<file path="src/rtl/banco_pkg.sv">
// Shared types and sizes for the register-bank write arbiter.
// Optional sweep-on-reset feature: ARBITRO_CLEAR_ON_RESET_EN.
package banco_pkg;

  localparam int DATA_W_DEF = 4;
  localparam int ADDR_W_DEF = 4;
  localparam int NUM_REGS   = 2 ** ADDR_W_DEF;

  typedef enum logic {
    RUN   = 1'b0,
    CLEAR = 1'b1
  } state_t;

  typedef logic idx_t;

endpackage

</file>
<file path="src/rtl/rr_arb2.sv">
// Two-way round-robin grant with its pointer register.
// The pointer names the requester preferred on contention.
module rr_arb2
  import banco_pkg::*;
(
  input  logic       clk,
  input  logic       rst,
  input  logic [1:0] valid_i,
  input  logic       en_i,
  output logic [1:0] gnt_o
);

  idx_t ptr_q;
  idx_t ptr_d;

  always_comb begin
    gnt_o = 2'b00;
    if (en_i) begin
      unique case (1'b1)
        (valid_i == 2'b11):
          gnt_o = ptr_q ? 2'b10 : 2'b01;
        (valid_i == 2'b01),
        (valid_i == 2'b10):
          gnt_o = valid_i;
        default:
          gnt_o = 2'b00;
      endcase
    end
  end

  // Winner loses priority to the other side.
  always_comb begin
    ptr_d = ptr_q;
    if (gnt_o[0]) ptr_d = 1'b1;
    if (gnt_o[1]) ptr_d = 1'b0;
  end

  always_ff @(posedge clk) begin
    if (rst) ptr_q <= 1'b0;
    else     ptr_q <= ptr_d;
  end

endmodule

</file>
<file path="src/rtl/arbitro_escritura_banco.sv">
// Shares the bank write port between two requesters.
// Define ARBITRO_CLEAR_ON_RESET_EN to sweep the bank to 0 after reset.
module arbitro_escritura_banco
  import banco_pkg::*;
#(
  parameter int DATA_W = DATA_W_DEF,
  parameter int ADDR_W = ADDR_W_DEF
) (
  input  logic              clk,
  input  logic              rst,
  input  logic              req0_valid,
  input  logic [ADDR_W-1:0] req0_addr,
  input  logic [DATA_W-1:0] req0_dat,
  output logic              req0_ready,
  input  logic              req1_valid,
  input  logic [ADDR_W-1:0] req1_addr,
  input  logic [DATA_W-1:0] req1_dat,
  output logic              req1_ready,
  output logic [ADDR_W-1:0] addrW,
  output logic [DATA_W-1:0] datW,
  output logic              RegWrite,
  output logic              grant_id,
  output logic              busy
);

  logic [1:0]        gnt;
  logic              run_en;
  logic [ADDR_W-1:0] addr_q, addr_d;
  logic [DATA_W-1:0] dat_q, dat_d;
  logic              we_q, we_d;
  idx_t              gid_q, gid_d;

`ifdef ARBITRO_CLEAR_ON_RESET_EN
  state_t            state_q, state_d;
  logic [ADDR_W-1:0] cnt_q, cnt_d;

  assign run_en = (state_q == RUN);
  assign busy   = (state_q == CLEAR);
`else
  assign run_en = 1'b1;
  assign busy   = 1'b0;
`endif

  rr_arb2 u_arb (
    .clk     (clk),
    .rst     (rst),
    .valid_i ({req1_valid, req0_valid}),
    .en_i    (run_en),
    .gnt_o   (gnt)
  );

  assign req0_ready = gnt[0];
  assign req1_ready = gnt[1];

  always_comb begin
    addr_d = addr_q;
    dat_d  = dat_q;
    we_d   = 1'b0;
    gid_d  = gid_q;
`ifdef ARBITRO_CLEAR_ON_RESET_EN
    state_d = state_q;
    cnt_d   = cnt_q;
    if (state_q == CLEAR) begin
      addr_d = cnt_q;
      dat_d  = '0;
      we_d   = 1'b1;
      cnt_d  = cnt_q + 1'b1;
      if (cnt_q == '1) state_d = RUN;
    end else
`endif
    if (|gnt) begin
      addr_d = gnt[1] ? req1_addr : req0_addr;
      dat_d  = gnt[1] ? req1_dat  : req0_dat;
      we_d   = 1'b1;
      gid_d  = gnt[1];
    end
  end

  always_ff @(posedge clk) begin
    if (rst) begin
      addr_q <= '0;
      dat_q  <= '0;
      we_q   <= 1'b0;
      gid_q  <= 1'b0;
`ifdef ARBITRO_CLEAR_ON_RESET_EN
      state_q <= CLEAR;
      cnt_q   <= '0;
`endif
    end else begin
      addr_q <= addr_d;
      dat_q  <= dat_d;
      we_q   <= we_d;
      gid_q  <= gid_d;
`ifdef ARBITRO_CLEAR_ON_RESET_EN
      state_q <= state_d;
      cnt_q   <= cnt_d;
`endif
    end
  end

  assign addrW    = addr_q;
  assign datW     = dat_q;
  assign RegWrite = we_q;
  assign grant_id = gid_q;

endmodule

</file>
<file path="config.mk">
export PLATFORM = sky130hd
export DESIGN_NAME = arbitro_escritura_banco
export DESIGN_NICKNAME = d
export VERILOG_FILES = /design/src/rtl/banco_pkg.sv /design/src/rtl/rr_arb2.sv /design/src/rtl/arbitro_escritura_banco.sv
export SDC_FILE = /design/constraint.sdc
export NUM_CORES = 1
export LEC_CHECK = 0
export ABC_AREA = 1
export ABC_CLOCK_PERIOD_IN_PS = 1900
export CAP_MARGIN = 20
export CORE_UTILIZATION = 37
export CTS_CLUSTER_SIZE = 14
export DETAILED_ROUTE_END_ITERATION = 16
export PLACE_DENSITY = 0.91
export SETUP_SLACK_MARGIN = 0.02
export SLEW_MARGIN = 25
export SYNTH_ARGS = -nofsm -noshare
export SYNTH_HDL_FRONTEND = slang
export SYNTH_SLANG_ARGS = --single-unit
</file>
<file path="constraint.sdc">
create_clock -name clk -period 1.9 [get_ports clk]
set_input_delay 0.38 -clock clk [delete_from_list [all_inputs] [get_ports clk]]
set_output_delay 0.38 -clock clk [all_outputs]
set_load 0.05 [all_outputs]
</file>
==> run summary, run 1 <==
Worst-Margin Slew = 0.499 ns
Core area = 1320 um^2
Hold_buf cts = 0
Share of layout cells above drive strength 1 = 11.9%
Gp weighted congestion = 0.793
Synth unique cells = 13
Total negative slack = 0 ns
Ys Warns = 0
Final ANT Viol Nets = 0
Clk slew on worst S/H paths = 0.07 ns
CTS buffer count = 3
Maxcap violations = 0
Commonest cells after routing, fill and taps aside = 42 x nand2_1, 29 x clkdlybuf4s50_1, 11 x dfxtp_1, 9 x inv_1, 8 x a21oi_1
Vias post-DR = 594
IR drop worst, VDD = 0.475 mV
Mapped Nets = 103
CP max stage cell = clkdlybuf4s50_1
DPL Wire Length = 1.01 mm
Critical path capture point type = primary output
Commonest non-fill, non-tap cell in the layout = nand2_1
Worst skew pair latency = 0.26 ns
Hold crit path type = flop to flop
Post-CTS sizing = 0
Count of buffers from port buffering = 31
Max Fanout on Critical Path = 2
Die height = 39.9 um
Critical path type = flop to primary output
Result of the run = complete, no violations
Site row count = 13
CTS Sinks = 11
# diodes = 0
Post-Syn Area per Cell = 6.39 um^2
Fillers = 100
CP Buf/Inv Count = 1
Drt pass-1 iters = 4
RSZ-0062 raised after global routing = no
Critical Path AT = 1.40 ns
Cell depth of the worst flop-to-flop path = 7
Final slew viol count = 0
Vias per Instance = 4.47
Total congestion overflow = 0
Final Critical Period = 1.78 ns
H-tree depth = 1
Critical path depth = 1
WL/cell = 10.2 um
Register area share after synthesis = 41.5%
Fin. Hold Viols = 0
Layout Skew = 0.00125 ns
Die width = 39.9 um
Worst setup margin = 0.121 ns
Number of I/O pins = 33
Leakage Power = 0.438 nW
Post-Syn Instances = 83
Normalized max-slew margin = 66.6%
CP max stage delay = 0.80 ns
CTS Root Buffer Type = clkbuf_4
CP Launch Type = flop
Global-route wire length before repair = 2.19 mm
Largest net degree at the start of global routing = 12
Pwr/cell area = 698 nW/um^2
CTS tree = built
CP Cell Sequence = clkdlybuf4s50_1
Setup Fix Bufs, Post-CTS = 0
Initial antenna violation count = 0
Top Family by Delay on Critical Path = buffers and inverters
Post-Route WL = 1.36 mm
Layout area overhead = 71.5%
Period utilization = 93.6%
Gr usage total = 20.7%
Dpl ws = 0.172 ns
CTS max path bufs = 2
DRC violations left = 0
Worst Path Required = 1.52 ns
Cell Area, Synth = 531 um^2
Initial core utilization = 40.3%
Fmax = 562 MHz
Initial DRC Count = 13
Final hold slack = 0.464 ns
Final setup violation count = 0
#FFs+latches synth = 11
Cell count of the worst hold path = 2
Die footprint = 1590 um^2
Final net count = 139
Number of global-route vias before repair = 520
-- stage by stage --
step                      utilization, %  area [um^2]  cells  total power [mW]
after global placement              67.0          883    129             0.482
final                               69.0          910    133             0.635
after floorplan                        -          531     83             0.386
after CTS                           69.0          910    133             0.640
after global routing                69.0          910    133             0.668
after detailed placement            67.0          883    129             0.485
-- power breakdown --
| part | internal [mW] | switching, mW | leakage, nW |
|---|---|---|---|
| clock network | 0.0809 | 0.0743 | 0.0150 |
| logic | 0.0960 | 0.128 | 0.331 |
| registers | 0.248 | 0.00823 | 0.0913 |
| total | 0.425 | 0.210 | 0.438 |
-- flip-flops by register name (all words and copies together) (netlist names) --
register,flops
grant_id,1
RegWrite,1
addrW,4
u_arb.ptr_q,1
datW,4
-- layer usage --
| layer | global-route usage, % | part of all wire (%) |
|---|---|---|
| met1 | 23.7 | 45 |
| met3 | 3.98 | 7.7 |
| met5 | 0 | 0 |
| met4 | 5.17 | 1.0 |
| met2 | 37.9 | 47 |
-- cell families (layout without fill, tap and decap cells) --
family,Yosys count,after routing,synth area share (%)
other,1,1,0.707
and+or+nand+nor,48,48,36.6
AOI/OAI and AO/OA,9,9,9.91
DFF,11,11,41.5
buffers and inverters,14,49,11.3
-- path summary, 6_finish.rpt --
check	slack [ns]	to	startpoint
worst max register to register	0.91	datW[3]$_SDFFE_PP0P_	u_arb.ptr_q$_SDFFE_PP0P_
worst max-delay path	0.12	addrW[0]	addrW[0]$_SDFFE_PP0P_
worst min register to register	0.46	addrW[3]$_SDFFE_PP0P_	addrW[3]$_SDFFE_PP0P_
worst min-delay path	0.46	addrW[3]$_SDFFE_PP0P_	addrW[3]$_SDFFE_PP0P_
-- final cells by class --
type,count,area [um^2],area share (%)
repair buffers,34,353,38.8
multi-input cells,58,250,27.5
flip-flops and latches,11,220,24.2
inverters,11,41.3,4.54
clock buffers,4,26.3,2.89
well taps,15,18.8,2.06
-- cell usage after synthesis (all sizes together) --
cell,count,share of area (%)
clkbuf,1,0.71
inv,11,7.8
nor2,3,3.5
a21oi,8,7.5
nor3,1,0.94
a211oi,1,2.4
buf,2,2.8
nand2,44,32
conb,1,0.71
dfxtp,11,42
No activity file was read; power rests on OpenSTA's default activity.
==> inputs of run 2 (changes only) <==
==> constraint.sdc (replaced) <==
create_clock -name clk -period 1.9 [get_ports clk]
set_input_delay 0.19 -clock clk [delete_from_list [all_inputs] [get_ports clk]]
set_output_delay 0.19 -clock clk [all_outputs]
set_load 0.05 [all_outputs]
==> run summary, run 2 (same netlist as run 1, synthesis figures left out) <==
Post-route non-filler standard cell count = 131 (-1.5%)
Global-route wire length before repair = 1.95 mm (-11%)
Critical path type = flop to primary output
Leakage Power = 0.428 nW (-2.1%)
Fin. Hold Viols = 0 (unchanged)
Initial core utilization = 40.3% (unchanged)
R2R Path Start = u_arb.ptr_q$_SDFFE_PP0P_
Largest net degree at the start of global routing = 12 (unchanged)
Placed insts = 127 (-1.6%)
CP Buf/Inv Count = 1 (unchanged)
Core area = 1320 um^2 (unchanged)
Initial DRC Count = 15 (+2)
Count of buffers from port buffering = 31 (unchanged)
# diodes = 0 (unchanged)
Worst skew pair latency = 0.27 ns (about the same)
Top Family by Delay on Critical Path = buffers and inverters
Share of layout cells above drive strength 1 = 10.3% (-1.5 points)
Drt pass-1 iters = 4 (unchanged)
Site row count = 13 (unchanged)
Vias per Instance = 4.52 (+1.2%)
Layout area overhead = 68.6%
Final slew viol count = 0 (unchanged)
CTS Sinks = 11 (unchanged)
Gr usage total = 19.1% (-1.6 points)
Number of global-route vias before repair = 472 (-9.2%)
CTS max path bufs = 2 (unchanged)
Die footprint = 1590 um^2 (unchanged)
WL/cell = 10.2 um (-0.35%)
Number of I/O pins = 33 (unchanged)
Total negative slack = 0 ns (unchanged)
Final design utilization = 67.9% (-1.1 points)
Initial antenna violation count = 0 (unchanged)
Commonest cells after routing, fill and taps aside = 42 x nand2_1, 29 x clkdlybuf4s50_1, 11 x dfxtp_1, 9 x inv_1, 8 x a21oi_1
Fmax = 623 MHz (+11%)
CP Cell Sequence = clkdlybuf4s50_1
DRC violations left = 0 (unchanged)
Hold path startpoint = addrW[1]$_SDFFE_PP0P_
Gp weighted congestion = 0.729 (-8.1%)
CTS tree = built
Final Critical Period = 1.60 ns (-0.174 ns)
Final net count = 137 (-1.4%)
Hold_buf cts = 0 (unchanged)
Total congestion overflow = 0 (unchanged)
Critical Path AT = 1.41 ns (about the same)
CTS buffer count = 3 (unchanged)
Final ANT Viol Nets = 0 (unchanged)
Critical path capture point type = primary output
RSZ-0062 raised after global routing = no
Final setup violation count = 0 (unchanged)
Layout Skew = 0.00609 ns (+0.00484 ns)
Clk slew on worst S/H paths = 0.08 ns (about the same)
CP Launch Type = flop
IR drop worst, VDD = 0.386 mV (-19%)
Setup Fix Bufs, Post-CTS = 0 (unchanged)
Hold crit path type = flop to flop
Die width = 39.9 um (unchanged)
Commonest non-fill, non-tap cell in the layout = nand2_1
Worst Setup SP = addrW[3]$_SDFFE_PP0P_
Maxcap violations = 0 (unchanged)
Die height = 39.9 um (unchanged)
CP max stage delay = 0.80 ns (about the same)
Pwr/cell area = 715 nW/um^2 (+2.3%)
Worst Path Required = 1.71 ns (+0.19 ns)
Post-Route WL = 1.33 mm (-1.8%)
DPL Wire Length = 990 um (-1.9%)
CTS Root Buffer Type = clkbuf_4
CP max stage cell = clkdlybuf4s50_1
Vias post-DR = 592 (-0.34%)
Result of the run = complete, no violations
Period utilization = 84.5% (-9.2 points)
Max Fanout on Critical Path = 2 (unchanged)
Post-CTS sizing = 0 (unchanged)
Fillers = 119 (+19%)
H-tree depth = 1 (unchanged)
-- run 2: final cells by class --
type / instances / area (um^2) / share of cell area [%]
timing repair buffer: 32 / 338 / 37.8
multi-input combinational: 58 / 250 / 28.0
sequential: 11 / 220 / 24.6
inverter: 11 / 41.3 / 4.62
clock buffer: 4 / 26.3 / 2.94
tap: 15 / 18.8 / 2.10
-- run 2: metrics by stage --
stage                     worst slack, ns  area (um^2)  hold slack (ns)  total power, mW
after floorplan                     0.973          531            0.263            0.386
final                               0.295          895            0.465            0.639
after detailed placement            0.449          868            0.455            0.480
after global routing                0.244          895            0.487            0.670
after global placement              0.466          868            0.450            0.477
after CTS                           0.286          895            0.467            0.642
-- run 2: final timing paths --
path,end,slack (ns),cells after the start
worst max-delay path,addrW[3],0.30,1
worst min-delay path,addrW[1]$_SDFFE_PP0P_,0.47,2
worst max register to register,datW[3]$_SDFFE_PP0P_,0.92,6
worst min register to register,addrW[1]$_SDFFE_PP0P_,0.47,2
-- run 2: report_power, final --
part | total (mW) | leakage, nW | internal (mW) | switching, mW
Combinational | 0.219 | 0.322 | 0.0922 | 0.127
Sequential | 0.256 | 0.0913 | 0.248 | 0.00810
Clock | 0.164 | 0.0150 | 0.0813 | 0.0831
Total | 0.639 | 0.428 | 0.421 | 0.218
-- run 2: per-layer routing --
layer,vias up,part of all wire [%],global-route usage (%)
met3,4,6.6,5.11
li1,311,-,-
met4,0,1.2,10.3
met1,251,45,21.7
met5,-,0,0
met2,26,47,31.5
